**config.mk**
```make
export PLATFORM = sky130hd
export DESIGN_NAME = dmem_arbiter_flat
export DESIGN_NICKNAME = d
export VERILOG_FILES = /design/src/rtl/dmem_arbiter_if.sv /design/src/rtl/dmem_arbiter.sv /design/src/flat_wrapper.sv
export SDC_FILE = /design/constraint.sdc
export NUM_CORES = 1
export LEC_CHECK = 0
export CAP_MARGIN = 20
export CORE_UTILIZATION = 30
export DETAILED_ROUTE_END_ITERATION = 10
export SYNTH_ARGS = -nofsm -noshare
export SYNTH_HDL_FRONTEND = slang
export SYNTH_SLANG_ARGS = --single-unit
export TNS_END_PERCENT = 20
```
**constraint.sdc**
```tcl
create_clock -name clk -period 4.9 [get_ports clk]
set_clock_uncertainty 0.2 [all_clocks]
set_input_delay 0.735 -clock clk [delete_from_list [all_inputs] [get_ports clk]]
set_output_delay 0.735 -clock clk [all_outputs]
set_load 0.02 [all_outputs]
```
**src/rtl/dmem_arbiter_if.sv**
```systemverilog
// dmem_arbiter_if: two-requester data-memory bus between requesters, arbiter and data memory
// Signals: r0_*/r1_* req/we/func3/addr/wdata in, gnt/rvalid/rdata/err back;
//          mem_addr/mem_func3/mem_wdata/mem_wen to memory, mem_rdata from memory.
// Modports: slave = arbiter side, master = requesters plus memory side.
interface dmem_arbiter_if #(
    parameter int AW = 32,
    parameter int DW = 32
);
    logic          r0_req, r1_req;
    logic          r0_we, r1_we;
    logic [2:0]    r0_func3, r1_func3;
    logic [AW-1:0] r0_addr, r1_addr;
    logic [DW-1:0] r0_wdata, r1_wdata;
    logic          r0_gnt, r1_gnt;
    logic          r0_rvalid, r1_rvalid;
    logic [DW-1:0] r0_rdata, r1_rdata;
    logic          r0_err, r1_err;
    logic [AW-1:0] mem_addr;
    logic [2:0]    mem_func3;
    logic [DW-1:0] mem_wdata;
    logic          mem_wen;
    logic [DW-1:0] mem_rdata;

    modport slave (
        input  r0_req, r1_req, r0_we, r1_we, r0_func3, r1_func3,
               r0_addr, r1_addr, r0_wdata, r1_wdata, mem_rdata,
        output r0_gnt, r1_gnt, r0_rvalid, r1_rvalid, r0_rdata, r1_rdata,
               r0_err, r1_err, mem_addr, mem_func3, mem_wdata, mem_wen
    );

    modport master (
        output r0_req, r1_req, r0_we, r1_we, r0_func3, r1_func3,
               r0_addr, r1_addr, r0_wdata, r1_wdata, mem_rdata,
        input  r0_gnt, r1_gnt, r0_rvalid, r1_rvalid, r0_rdata, r1_rdata,
               r0_err, r1_err, mem_addr, mem_func3, mem_wdata, mem_wen
    );
endinterface

```
**src/rtl/dmem_arbiter.sv**
```systemverilog
// dmem_arbiter: round-robin arbiter sharing one data memory between two requesters
// Ports: clk (rising edge), rst_n (async active-low),
//        bus (dmem_arbiter_if.slave): requester handshakes r0_*/r1_* and memory side mem_*.
module dmem_arbiter #(
    parameter int AW = 32,
    parameter int DW = 32
) (
    input  logic          clk,
    input  logic          rst_n,
    dmem_arbiter_if.slave bus
);
    typedef enum logic [1:0] {IDLE, ACCESS, RESP} state_t;

    state_t        r_state;
    logic          r_last, r_own, r_we, r_wen, r_err, r_rv0, r_rv1;
    logic [2:0]    r_f3;
    logic [AW-1:0] r_addr;
    logic [DW-1:0] r_wdata, r_rdata;

    logic          w_go, w_pick1, w_we, w_bad;
    logic [2:0]    w_f3;
    logic [AW-1:0] w_addr;
    logic [DW-1:0] w_wdata;

    // r1 wins when it asks alone, or on a tie when r0 was granted last
    assign w_pick1 = bus.r1_req & (~bus.r0_req | ~r_last);
    // grants are suppressed during reset so every output reads 0 while rst_n is low
    assign w_go    = rst_n & (r_state == IDLE) & (bus.r0_req | bus.r1_req);
    assign w_we    = w_pick1 ? bus.r1_we    : bus.r0_we;
    assign w_f3    = w_pick1 ? bus.r1_func3 : bus.r0_func3;
    assign w_addr  = w_pick1 ? bus.r1_addr  : bus.r0_addr;
    assign w_wdata = w_pick1 ? bus.r1_wdata : bus.r0_wdata;
    // size code 11 is illegal; halfword needs addr[0]=0, word needs addr[1:0]=00
    assign w_bad   = (w_f3[1:0] == 2'b11)
                   | ((w_f3[1:0] == 2'b10) & (w_addr[1:0] != 2'b00))
                   | ((w_f3[1:0] == 2'b01) & w_addr[0]);

    assign bus.r0_gnt    = w_go & ~w_pick1;
    assign bus.r1_gnt    = w_go & w_pick1;
    assign bus.r0_rvalid = r_rv0;
    assign bus.r1_rvalid = r_rv1;
    assign bus.r0_rdata  = r_rdata & {DW{r_rv0}};
    assign bus.r1_rdata  = r_rdata & {DW{r_rv1}};
    assign bus.r0_err    = r_err & r_rv0;
    assign bus.r1_err    = r_err & r_rv1;
    assign bus.mem_addr  = r_addr;
    assign bus.mem_func3 = r_f3;
    assign bus.mem_wdata = r_wdata;
    assign bus.mem_wen   = r_wen;

    always_ff @(posedge clk or negedge rst_n) begin
        if (!rst_n) begin
            r_state <= IDLE;
            r_last  <= 1'b1;
            r_own   <= 1'b0;
            r_we    <= 1'b0;
            r_wen   <= 1'b0;
            r_err   <= 1'b0;
            r_rv0   <= 1'b0;
            r_rv1   <= 1'b0;
            r_f3    <= '0;
            r_addr  <= '0;
            r_wdata <= '0;
            r_rdata <= '0;
        end else begin
            case (r_state)
                IDLE: if (w_go) begin
                    r_last  <= w_pick1;
                    r_own   <= w_pick1;
                    r_we    <= w_we;
                    r_f3    <= w_f3;
                    r_addr  <= w_addr;
                    r_wdata <= w_wdata;
                    if (w_bad) begin
                        r_state <= RESP;
                        r_err   <= 1'b1;
                        r_rdata <= '0;
                        r_rv0   <= ~w_pick1;
                        r_rv1   <= w_pick1;
                    end else begin
                        r_state <= ACCESS;
                        r_wen   <= w_we;
                    end
                end
                ACCESS: begin
                    r_state <= RESP;
                    r_wen   <= 1'b0;
                    r_err   <= 1'b0;
                    r_rdata <= r_we ? '0 : bus.mem_rdata;
                    r_rv0   <= ~r_own;
                    r_rv1   <= r_own;
                end
                RESP: begin
                    r_state <= IDLE;
                    r_err   <= 1'b0;
                    r_rdata <= '0;
                    r_rv0   <= 1'b0;
                    r_rv1   <= 1'b0;
                end
                default: r_state <= IDLE;
            endcase
        end
    end
endmodule

```
**src/flat_wrapper.sv**
```systemverilog
// flat-port wrapper written by rule: the top's interface ports become plain ports
module dmem_arbiter_flat 
#(
    parameter int AW = 32,
    parameter int DW = 32
)
  (clk, rst_n, bus_r0_req, bus_r1_req, bus_r0_we, bus_r1_we, bus_r0_func3, bus_r1_func3, bus_r0_addr, bus_r1_addr, bus_r0_wdata, bus_r1_wdata, bus_mem_rdata, bus_r0_gnt, bus_r1_gnt, bus_r0_rvalid, bus_r1_rvalid, bus_r0_rdata, bus_r1_rdata, bus_r0_err, bus_r1_err, bus_mem_addr, bus_mem_func3, bus_mem_wdata, bus_mem_wen);
  dmem_arbiter_if #(.AW(AW), .DW(DW)) bus_i ();
  input  logic clk;
  input  logic rst_n;
  input wire logic [$bits(bus_i.r0_req)-1:0] bus_r0_req;
  input wire logic [$bits(bus_i.r1_req)-1:0] bus_r1_req;
  input wire logic [$bits(bus_i.r0_we)-1:0] bus_r0_we;
  input wire logic [$bits(bus_i.r1_we)-1:0] bus_r1_we;
  input wire logic [$bits(bus_i.r0_func3)-1:0] bus_r0_func3;
  input wire logic [$bits(bus_i.r1_func3)-1:0] bus_r1_func3;
  input wire logic [$bits(bus_i.r0_addr)-1:0] bus_r0_addr;
  input wire logic [$bits(bus_i.r1_addr)-1:0] bus_r1_addr;
  input wire logic [$bits(bus_i.r0_wdata)-1:0] bus_r0_wdata;
  input wire logic [$bits(bus_i.r1_wdata)-1:0] bus_r1_wdata;
  input wire logic [$bits(bus_i.mem_rdata)-1:0] bus_mem_rdata;
  output wire logic [$bits(bus_i.r0_gnt)-1:0] bus_r0_gnt;
  output wire logic [$bits(bus_i.r1_gnt)-1:0] bus_r1_gnt;
  output wire logic [$bits(bus_i.r0_rvalid)-1:0] bus_r0_rvalid;
  output wire logic [$bits(bus_i.r1_rvalid)-1:0] bus_r1_rvalid;
  output wire logic [$bits(bus_i.r0_rdata)-1:0] bus_r0_rdata;
  output wire logic [$bits(bus_i.r1_rdata)-1:0] bus_r1_rdata;
  output wire logic [$bits(bus_i.r0_err)-1:0] bus_r0_err;
  output wire logic [$bits(bus_i.r1_err)-1:0] bus_r1_err;
  output wire logic [$bits(bus_i.mem_addr)-1:0] bus_mem_addr;
  output wire logic [$bits(bus_i.mem_func3)-1:0] bus_mem_func3;
  output wire logic [$bits(bus_i.mem_wdata)-1:0] bus_mem_wdata;
  output wire logic [$bits(bus_i.mem_wen)-1:0] bus_mem_wen;
  assign bus_i.r0_req = bus_r0_req;
  assign bus_i.r1_req = bus_r1_req;
  assign bus_i.r0_we = bus_r0_we;
  assign bus_i.r1_we = bus_r1_we;
  assign bus_i.r0_func3 = bus_r0_func3;
  assign bus_i.r1_func3 = bus_r1_func3;
  assign bus_i.r0_addr = bus_r0_addr;
  assign bus_i.r1_addr = bus_r1_addr;
  assign bus_i.r0_wdata = bus_r0_wdata;
  assign bus_i.r1_wdata = bus_r1_wdata;
  assign bus_i.mem_rdata = bus_mem_rdata;
  assign bus_r0_gnt = bus_i.r0_gnt;
  assign bus_r1_gnt = bus_i.r1_gnt;
  assign bus_r0_rvalid = bus_i.r0_rvalid;
  assign bus_r1_rvalid = bus_i.r1_rvalid;
  assign bus_r0_rdata = bus_i.r0_rdata;
  assign bus_r1_rdata = bus_i.r1_rdata;
  assign bus_r0_err = bus_i.r0_err;
  assign bus_r1_err = bus_i.r1_err;
  assign bus_mem_addr = bus_i.mem_addr;
  assign bus_mem_func3 = bus_i.mem_func3;
  assign bus_mem_wdata = bus_i.mem_wdata;
  assign bus_mem_wen = bus_i.mem_wen;
  dmem_arbiter #(.AW(AW), .DW(DW)) u_core (.clk(clk), .rst_n(rst_n), .bus(bus_i));
endmodule
```
### Yosys cells after proc, flatten, opt, wreduce, memory -nomap -nowiden

Cells that the tools add are included.

| operators by class | value |
|---|---|
| equality and inequality tests | 8 |
| multiplexer cells | 23 |
| bitwise gates (word level) | 19 |
| reduce and logical (&&, ||, !) cells | 10 |

Operators with widths:

| cell | count |
|---|---|
| 2-to-1 mux 32 bit | 5 |
| one-hot mux 32 bit (3 select lines) | 1 |
| bitwise AND 32 bit | 2 |
| bitwise AND 1 bit | 9 |
| 2-to-1 mux 1 bit | 9 |
| AND reduction 3 bit | 3 |
| == test 2 bit, second input constant | 3 |
| one-hot mux 1 bit (3 select lines) | 2 |
| nonzero test 2 bit | 3 |
| == test 2 x 1 -> 1 bit, second input constant | 2 |
| 2-to-1 mux 2 bit | 2 |
| inequality test 2 x 1 -> 1 bit, second input constant | 2 |
| NOT 1 bit | 4 |
| bitwise OR 1 bit | 4 |
| one-hot mux 1 bit (2 select lines) | 2 |
| one-hot mux 2 bit (2 select lines) | 1 |
| 2-to-1 mux 3 bit | 1 |
| nonzero test 3 bit | 1 |
| logical NOT 2 bit | 1 |
| inequality test 2 bit, second input constant | 1 |
| AND reduction 2 bit | 1 |
| OR reduction 2 bit | 1 |

| storage, ports and cells | value |
|---|---|
| register bits after elaboration | 108 |
| input port bits | 172 |
| output and inout bits | 138 |
| word-level logic and storage cells | 72 |

### Logic depth before layout (Yosys ltp)

| depth | value |
|---|---|
| word-level depth | 11 |
| mapped depth | 9 |
| mapped depth without buffers | 6 |

### Least setup slack after synthesis

OpenSTA, ideal clock, no wires.

| timing path | value |
|---|---|
| kind | input port to output port |
| start | in bus_r1_req |
| end | out bus_r1_gnt |
| arrival time | 1621 ps |
| data required time | 3965 ps |
| setup slack | 2344 ps |
| stages on the path | 3 |
| path buffers | 1 |
| cell sequence | a21boi_2 > and3_1 > clkbuf_1 |

| on the way | value |
|---|---|
| word-level cells in the longest chain between the ends | 3 |

Ends and longest elaborated chain:

| item | line | RTL |
|---|---|---|
| from (decl) | flat_wrapper.sv:12 | `input wire logic [$bits(bus_i.r1_req)-1:0] bus_r1_req;` |
| bitwise OR 1 bit | dmem_arbiter.sv:28 | `assign w_go = rst_n & (r_state == IDLE) & (bus.r0_req \| bus.r1_req);` |
| bitwise AND 1 bit | dmem_arbiter.sv:28 |  |
| bitwise AND 1 bit * | dmem_arbiter.sv:39 | `assign bus.r1_gnt = w_go & w_pick1;` |
| to (decl) | flat_wrapper.sv:23 | `output wire logic [$bits(bus_i.r1_gnt)-1:0] bus_r1_gnt;` |

Mark *: on every way between the ends. The rest lies on a longest branch, timed or not.

### Final worst setup path

Same ends and word-level chain as after synthesis.

==> results.sh <==
export IMPL_cts_root_buf="clkbuf_16"
export IMPL_grt_ovfl_total=0
export IMPL_instances_no_fill=1231
export IMPL_cts_sinks=108
export IMPL_synth_seq_cells=108
export IMPL_dr_pass1_iters=6
export IMPL_synth_avg_cell_area_um2=8.827
export IMPL_timing_setup_tns_ns=0
export IMPL_synth_cells=698
export IMPL_crit_arrival_ns=2.54
export IMPL_worstMarginPinSlew_ns=0.9307
export IMPL_wl_um=22780
export IMPL_vdd_drop_max_mv=0.2651
export IMPL_max_freq_mhz=287.4
export IMPL_portBuffers=309
export IMPL_place_inst=1216
export IMPL_p_total_uw=5404
export IMPL_path_max_fanout=9
export IMPL_h_tree_depth=3
export IMPL_grt_setup_unrepaired="no"
export IMPL_drc_errors=0
export IMPL_ys_types=40
export IMPL_slowest_stage="clkdlybuf4s50_1"
export IMPL_synth_edf_count=0
export IMPL_cp_slowest_stage_delay_ns=0.61
export IMPL_wl_per_cell_um=18.50
export IMPL_cellLeakagePower_uw=0.004040
export IMPL_viasPerCell=5.271
export IMPL_synthArstFlopShare=1.000
export IMPL_cpMostUsedCell="clkdlybuf4s50_1"
export IMPL_post_route_min_period_ns=3.480
export IMPL_hold_class="input port to async pin"
export IMPL_vias=6488
export IMPL_die_x_um=145.3
export IMPL_ant_nets=0
export IMPL_die_area_um2=21110
export IMPL_hold_violations=0
export IMPL_critPathRequiredTime_ns=3.96
export IMPL_gp_congestion=0.7337
export IMPL_ios=310
export IMPL_cts_setup_buffers=0
export IMPL_cap_viol_max_count=0
export IMPL_p_per_area_nw_per_um2=559.8
export IMPL_first_global_vias=6300
export IMPL_slew_headroom=0.3795
export IMPL_synthesis_area_um2=6161
export IMPL_cts_tree="done"
export IMPL_synth_fp_nets=873
export IMPL_die_h_um=145.3
export IMPL_grt_pass1_wl_um=35990
export IMPL_synth_main_ff_cell="dfrtp_1"
export IMPL_antenna_cells=0
export IMPL_critPathLaunchType="input port"
export IMPL_final_cell_mix="308 x clkdlybuf4s50_1, 107 x dfrtp_1, 66 x inv_1, 66 x and2_1, 63 x a222oi_1"
export IMPL_ys_seq_area_frac=0.4389
export IMPL_drive_gt1_frac=0.03746
export IMPL_insertion_delay_ns=0.35
export IMPL_layout_commonest_cell="clkdlybuf4s50_1"
export IMPL_post_cts_resized=0
export IMPL_cts_hold_fix_buffers=0
export IMPL_clkSlewWorstSetupHoldPaths_ns=0.08
export IMPL_core_area_um2=20170
export IMPL_grt_antenna_before_repair=1
export IMPL_grt_usage=0.2144
export IMPL_critPathKind="input port to primary output"
export IMPL_slew_violations=0
export IMPL_status="completed"
export IMPL_area_delta_synth_final_pct=56.68
export IMPL_rows=52
export IMPL_cts_made_buffers=9
export IMPL_setup_viol=0
export IMPL_hpwlAfterDp_um=15040
export IMPL_crit_chain="clkdlybuf4s50_1, a21boi_2, and3_2, clkdlybuf4s50_1"
export IMPL_start_util=0.3055
export IMPL_cts_buffer_depth=2
export IMPL_cp_end_kind="primary output"
export IMPL_post_route_period_util=0.7101
export IMPL_grt_start_max_net_pins=71
export IMPL_yosysWarnings=0
export IMPL_nNetsFinal=1132
export IMPL_drtIter0Drc=631
==> kinds of logic (layout without fill, tap and decap cells) <==
family | Yosys count | in the layout | synth area share
and+or+nand+nor | 257 | 257 | 0.2336
AOI/OAI and AO/OA | 190 | 190 | 0.2289
buffers and inverters | 139 | 402 | 0.09098
DFF | 108 | 108 | 0.4389
adders and majority gates | 3 | 3 | 0.006093
muxes | 1 | 1 | 0.001625
==> area by class of cell <==
type / count / area, um2
tap: 270 / 337.8
fill: 1958 / 10520
clock inverter: 6 / 50.05
sequential: 108 / 2704
multi-input combinational: 451 / 2908
timing repair buffer: 321 / 3181
inverter: 66 / 247.7
clock buffer: 9 / 225.2
==> stage by stage <==
stage | instance area (um2) | util | setup WS [ns] | hold WS (ns)
floorplan | 6161 | - | 2.344 | 0.2394
global placement | 9378 | 0.4650 | 1.433 | 0.2879
detailed placement | 9378 | 0.4650 | 1.385 | 0.2937
CTS | 9653 | 0.4786 | 1.378 | 0.2269
global route | 9653 | 0.4786 | 1.332 | 0.2505
finish | 9653 | 0.4786 | 1.420 | 0.2136
==> per-layer routing <==
metal	GRT usage	up-vias	wire length, um
met5	0	-	13
met4	0.04316	2	229
met3	0.08302	19	2438
met2	0.3435	289	10730
met1	0.2742	3093	9362
li1	-	3085	-
==> state kept, by name, indices dropped and copies added (netlist names) <==
signal and count:
u_core.bus.mem_addr 32, u_core.r_err 1, u_core.bus.mem_wen 1, u_core.r_we 1, u_core.r_own 1, u_core.bus.mem_func3 3, u_core.r_rdata 32, u_core.r_last 1
u_core.r_state 2, u_core.bus.r0_rvalid 1, u_core.bus.r1_rvalid 1, u_core.bus.mem_wdata 32
==> synthesized netlist by cell type, drive strengths merged, types with 7 or more instances <==
master	count	area share
nand2	42	0.026
o22ai	33	0.034
buf	23	0.020
inv	66	0.040
dfrtp	107	0.43
or3	32	0.032
o21ai	34	0.028
nand3b	32	0.039
clkbuf	50	0.030
a21oi	33	0.027
nor2	7	0.0043
nor3	37	0.030
and2	66	0.067
a222oi	63	0.10
nand3	33	0.027
==> report_power, final <==
part           internal, uW  total, uW  switching, uW
combinational          1380       2950           1560
clock                   349        723            375
sequential             1330       1730            407
total                  3060       5400           2340
==> path summary, 6_finish.rpt <==
path	startpoint	end	slack, ns	cells past startpoint
min in group clk	u_core.bus.mem_wdata[8]	u_core.bus.mem_wdata[8]	0.31	2
max in group asynchronous	rst_n	u_core.bus.mem_wdata[30]	2.96	2
worst max-delay path	bus_r1_req	bus_r1_gnt	1.42	4
worst min register to register	u_core.bus.mem_wdata[8]	u_core.bus.mem_wdata[8]	0.31	2
worst max register to register	u_core.r_state[0]	u_core.r_rdata[6]	1.94	8
worst min-delay path	rst_n	u_core.bus.mem_wdata[7]	0.21	1
==> critical path, delay by kind of cell <==
kind | cells | cell delay, ns
compound gates | 1 | 0.42
simple gates | 1 | 0.26
buf+inv | 2 | 1.12
Power figures use the tool's default switching activity.
